$ cat config.mk
export PLATFORM = sky130hd
export DESIGN_NAME = event_burst_gen
export DESIGN_NICKNAME = d
export VERILOG_FILES = /design/src/rtl/event_pkg.sv /design/src/rtl/down_counter.sv /design/src/rtl/event_burst_gen.sv
export SDC_FILE = /design/constraint.sdc
export NUM_CORES = 1
export LEC_CHECK = 0
export BUFFER_PORTS_ARGS = -buffer_cell sky130_fd_sc_hd__buf_2
export CORE_MARGIN = 1
export CORE_UTILIZATION = 43
export CTS_BUF_LIST = sky130_fd_sc_hd__clkbuf_2
export CTS_CLUSTER_DIAMETER = 150
export DETAILED_ROUTE_END_ITERATION = 10
export GPL_TIMING_DRIVEN = 0
export PLACE_DENSITY = 0.71
export SETUP_SLACK_MARGIN = 0.4
export SLEW_MARGIN = 30
export SYNTH_ARGS = -nofsm -noshare
export SYNTH_HDL_FRONTEND = slang
export SYNTH_SLANG_ARGS = --single-unit
$ cat constraint.sdc
create_clock -name clk -period 3.9 [get_ports clk]
set_input_delay 0.195 -clock clk [delete_from_list [all_inputs] [get_ports clk]]
set_output_delay 0.195 -clock clk [all_outputs]
set_load 0.05 [all_outputs]
$ cat src/rtl/event_pkg.sv
// Shared types and widths for the event burst generator and its bench.
package event_pkg;

    localparam int unsigned CW = 6;
    localparam int unsigned NW = 4;

    typedef enum logic [1:0] {
        ST_IDLE  = 2'd0,
        ST_BURST = 2'd1,
        ST_GAP   = 2'd2,
        ST_DONE  = 2'd3
    } state_e;

endpackage

$ cat src/rtl/down_counter.sv
// Loadable down counter with zero flag; it holds at zero rather than wrapping.
module down_counter #(
    parameter int unsigned W = 6
) (
    input  logic         clk,
    input  logic         rst,
    input  logic         load,
    input  logic [W-1:0] load_val,
    input  logic         dec,
    output logic [W-1:0] cnt,
    output logic         zero_c
);

    assign zero_c = (cnt == '0);

    // Load has priority over decrement.
    always_ff @(posedge clk) begin
        if (rst) begin
            cnt <= '0;
        end else if (load) begin
            cnt <= load_val;
        end else if (dec && !zero_c) begin
            cnt <= cnt - W'(1);
        end
    end

endmodule

$ cat src/rtl/event_burst_gen.sv
// Generates num_bursts bursts of burst_len evnt cycles separated by gap_len idle cycles.
module event_burst_gen
    import event_pkg::*;
#(
    parameter int unsigned CW = event_pkg::CW,
    parameter int unsigned NW = event_pkg::NW
) (
    input  logic          clk,
    input  logic          rst,
    input  logic          start,
    input  logic          abort,
    input  logic [CW-1:0] burst_len,
    input  logic [CW-1:0] gap_len,
    input  logic [NW-1:0] num_bursts,
    output logic          evnt,
    output logic          busy,
    output logic          done,
    output logic [NW-1:0] burst_idx
);

    state_e        state_q;
    state_e        state_d;

    logic [CW-1:0] blen_q;
    logic [CW-1:0] glen_q;
    logic [NW-1:0] nb_q;

    logic          capture;
    logic          idx_inc;
    logic          cnt_load;
    logic [CW-1:0] cnt_val;
    logic          cnt_dec;
    logic [CW-1:0] cnt_q;
    logic          cnt_zero;
    logic          phase_end;
    logic          last_burst;
    logic [CW-1:0] gap_eff;

    logic          evnt_d;
    logic          busy_d;
    logic          done_d;

    // One counter times both BURST and GAP; it is reloaded at every phase change.
    down_counter #(
        .W(CW)
    ) u_cnt (
        .clk     (clk),
        .rst     (rst),
        .load    (cnt_load),
        .load_val(cnt_val),
        .dec     (cnt_dec),
        .cnt     (cnt_q),
        .zero_c  (cnt_zero)
    );

    assign phase_end  = cnt_zero || (cnt_q == CW'(1));
    assign last_burst = (burst_idx == (nb_q - NW'(1)));
    // A zero gap still separates bursts by one cycle.
    assign gap_eff    = (glen_q == '0) ? CW'(1) : glen_q;

    // State register.
    always_ff @(posedge clk) begin
        if (rst) begin
            state_q <= ST_IDLE;
        end else begin
            state_q <= state_d;
        end
    end

    // Next-state and datapath control.
    always_comb begin
        state_d  = state_q;
        capture  = 1'b0;
        idx_inc  = 1'b0;
        cnt_load = 1'b0;
        cnt_val  = '0;
        cnt_dec  = 1'b0;
        case (state_q)
            ST_IDLE: begin
                if (start && !abort) begin
                    capture = 1'b1;
                    if ((burst_len == '0) || (num_bursts == '0)) begin
                        state_d = ST_DONE;
                    end else begin
                        state_d  = ST_BURST;
                        cnt_load = 1'b1;
                        cnt_val  = burst_len;
                    end
                end
            end
            ST_BURST: begin
                if (abort) begin
                    state_d = ST_IDLE;
                end else if (phase_end) begin
                    if (last_burst) begin
                        state_d = ST_DONE;
                    end else begin
                        state_d  = ST_GAP;
                        cnt_load = 1'b1;
                        cnt_val  = gap_eff;
                    end
                end else begin
                    cnt_dec = 1'b1;
                end
            end
            ST_GAP: begin
                if (abort) begin
                    state_d = ST_IDLE;
                end else if (phase_end) begin
                    state_d  = ST_BURST;
                    cnt_load = 1'b1;
                    cnt_val  = blen_q;
                    idx_inc  = 1'b1;
                end else begin
                    cnt_dec = 1'b1;
                end
            end
            ST_DONE: begin
                state_d = ST_IDLE;
            end
            default: begin
                state_d = ST_IDLE;
            end
        endcase
    end

    // Output decode from the next state; registered below so outputs track state_q.
    always_comb begin
        evnt_d = 1'b0;
        busy_d = 1'b0;
        done_d = 1'b0;
        case (state_d)
            ST_BURST: begin
                evnt_d = 1'b1;
                busy_d = 1'b1;
            end
            ST_GAP: begin
                busy_d = 1'b1;
            end
            ST_DONE: begin
                done_d = 1'b1;
            end
            default: begin
                evnt_d = 1'b0;
            end
        endcase
    end

    always_ff @(posedge clk) begin
        if (rst) begin
            evnt <= 1'b0;
            busy <= 1'b0;
            done <= 1'b0;
        end else begin
            evnt <= evnt_d;
            busy <= busy_d;
            done <= done_d;
        end
    end

    // Sequence parameters are frozen at an accepted start.
    always_ff @(posedge clk) begin
        if (rst) begin
            blen_q    <= '0;
            glen_q    <= '0;
            nb_q      <= '0;
            burst_idx <= '0;
        end else if (capture) begin
            blen_q    <= burst_len;
            glen_q    <= gap_len;
            nb_q      <= num_bursts;
            burst_idx <= '0;
        end else if (idx_inc) begin
            burst_idx <= burst_idx + NW'(1);
        end
    end

endmodule

==> metrics <==
switching part of the total between 40% and 50%; TritonRoute pass-1 iters 4; Die Area ~4200 µm²; core area between 3000 and 4000 µm²; Final Non-Filler Cells approximately 280; # DRC 0; DP Worst Slack approximately 1.8 ns; Final Critical Period ~2.2 ns; leak pwr around 0.80 nW; Async SR Flop Fraction 0%; total track usage approximately 20%; final hold violation count 0; Die X 65.2 µm; Worst setup EP type flip-flop; reg2reg start u_cnt.cnt[1]; Post-synth EDFFs 0; vias per cell between 5 and 6; CTS tree built; std cell rows 22; n_diodes 0; FF-to-FF End busy; critical-path cell list inv_1, ha_1, or2_0, buf_2, a31oi_1, o21bai_1, a221o_1, ha_1, nor2_1; final setup vio count 0; Hold Buf Count CTS 0; Initial Utilization between 40% and 50%; Top Ports 27; P_sw 529 µW; CP Launch Point u_cnt.cnt[1]; Synth Area per Inst around 8.5 µm²; largest net degree at the start of global routing 11; most frequent cell after synthesis nand2_1; placed cells roughly 270; Post-Synthesis Cell Area roughly 1700 µm²; Clk pin slew, worst setup/hold paths 0.16 ns; sequential share of the synthesized area between 30 and 40%; Syn Nets between 200 and 250; Clock Path Buffers 2; routed length per placed instance roughly 13 µm; status finished, final reports clean; Gates resized, CTS repair 0; unique cell type count in the Yosys netlist between 40 and 50; post-synth top area share 36.2%; fin nets between 200 and 300; Clock Power Share between 10% and 20%; R2R depth 9; CTS buffer count 5; logic gate share of total power 47.2%; H-tree depth 2; Sink Count 31; Max Fclk approximately 460 MHz; Final period util approximately 55%; Worst R2R Setup Slack 1.75 ns; clock root buffer clkbuf_2; most used cell, CP ha_1; WHS Path Cells 3; Yosys warnings 0; Mapped Cells roughly 200; Slew Viols, Final 0; RSZ-0062 raised after global routing false; hold endpoint glen_q[5]; Total Wirelength around 3700 µm; Max Cap Viol 0; GRT overflow 0; DP HPWL roughly 2800 µm; worst slew pin tran just over 0.5 ns; latest clock arrival within the worst-skew pair roughly 0.38 ns; setup_tns 0 ns; port bufs 25; Worst EP required roughly 4.2 ns; worst rel slew slack 66.0%; first-pass GRT wire length between 6000 and 7000 µm; Hold Startpoint gap_len[5]; final core occ a little over half; met2 Use GR 31.1%; internal power between 700 and 800 µW; Hold Crit Class primary input to flip-flop; post-CTS setup buffer count 0; post-synthesis register bit count 31; ANT nets after route 0; register share of total power between 30% and 40%; Buf/Inv on CP 2; Die Height around 65 µm; delay-heaviest family, CP compound AO/OA/AOI/OAI gates; layout cells sized above 1 between 10% and 20%; GR peak layer met2; 1st-iter DRT viols 71; P&R area growth vs syn 14.5%; post-synth top area cell dfxtp_1; P per Cell Area about 630 nW/µm²; Crit-path slowest cell dfxtp_1; routability cong. between 0.8 and 0.9; setup slack after layout between 1.5 and 2 ns; crit start category flip-flop; worst-path maximum fanout 9; most common flop cell mapped by yosys dfxtp_1; number of global-route vias before repair 1412; critical path class flip-flop to flip-flop; maximum vdd drop between 0.0002 and 0.00025 V; met1 GRT Util approximately a quarter; Arr. time, crit path 2.42 ns; initial antenna violation count 0; slowest stage delay, CP just over 0.4 ns; most frequent cells after synthesis nand2_1, dfxtp_1, a21oi_1; DR vias approximately 1600; Setup Skew between 0.015 and 0.02 ns; top post-synthesis cells by area dfxtp_1, ha_1, nand2_1; met3 track demand over resource approximately 4.7%
-- sequential cells by signal, indices dropped and copies added, names as in the netlist --
| register | cells |
|---|---|
| blen_q | 6 |
| glen_q | 6 |
| u_cnt.cnt | 6 |
| burst_idx | 4 |
| nb_q | 4 |
| state_q | 2 |
| busy | 1 |
| done | 1 |
| evnt | 1 |
-- worst register-to-register path: stages, from the launching register on --
cell and delay, ns:
dfxtp_1 0.41, inv_1 0.09, ha_1 0.17, or2_0 0.21, buf_2 0.17, a31oi_1 0.20, o21bai_1 0.08, a221o_1 0.39
ha_1 0.29, nor2_1 0.04
-- how the worst max path moves through the flow --
stage | end | slack, ns | depth (start not counted)
finish | busy | 1.75 | 9
global route | u_cnt.cnt[2] | 1.60 | 8
CTS | busy | 1.76 | 9
detailed placement | busy | 1.80 | 9
global placement | u_cnt.cnt[5] | 1.82 | 7
floorplan | u_cnt.cnt[2] | 1.82 | 5
-- kinds of logic (layout without fill, tap and decap cells) --
logic type / count (synthesis) / count (layout) / share of synthesized area, %
compound gates: 53 / 53 / 22.2
xor+xnor: 11 / 11 / 6.56
fa+ha+maj: 11 / 11 / 8.02
buf+inv: 19 / 52 / 4.38
flops: 31 / 31 / 36.2
mux: 2 / 2 / 1.24
simple gates: 74 / 74 / 21.4
-- routing by layer --
metal,share of wire (%),up-vias
li1,-,790
met1,48,719
met2,46,34
met3,4.5,7
met4,1.6,0
met5,0,-
-- stage by stage --
step / power [mW] / hold WS (ns) / area, µm²
2_1_floorplan: 0.902 / 0.331 / 1720
3_3_place_gp: 1.02 / 0.440 / 1900
3_5_place_dp: 1.03 / 0.444 / 1900
4_1_cts: 1.25 / 0.0261 / 1960
5_1_grt: 1.35 / 0.0176 / 1960
6_report: 1.24 / 0.0261 / 1960
-- cell usage in the layout (no fill, tap or decap), types with 2 or more instances in the layout --
cell type and count:
nand2b_1 2, nor2_1 9, clkbuf_1 6, a222oi_1 4, a21oi_1 23, clkbuf_2 6, nor3_1 6, xor2_1 5
buf_2 27, o31ai_1 3, o21ba_2 2, a31oi_1 2, nand3b_1 2, nand4_1 4, ha_1 11, nor2b_1 2
a211oi_1 3, xnor2_1 5, o21bai_1 3, dfxtp_1 31, inv_1 10, nand2_1 36, nor4_1 3, a22o_1 2
-- final cells by class --
cell class	instances	area [µm²]
timing repair buffer	25	125
sequential	31	621
tap	48	60.1
fill	386	1780
inverter	10	37.5
clock inverter	3	38.8
multi-input combinational	151	1020
buffer	9	37.5
clock buffer	5	25.0
-- power groups by stage --
stage          combinational (mW)  clock (mW)  sequential (mW)
2_1_floorplan               0.429           0            0.472
3_3_place_gp                0.573           0            0.446
3_5_place_dp                0.582           0            0.448
4_1_cts                     0.587       0.218            0.441
5_1_grt                     0.656       0.237            0.451
6_report                    0.586       0.214            0.442
Note: power is estimated with default switching activity, not from simulation.
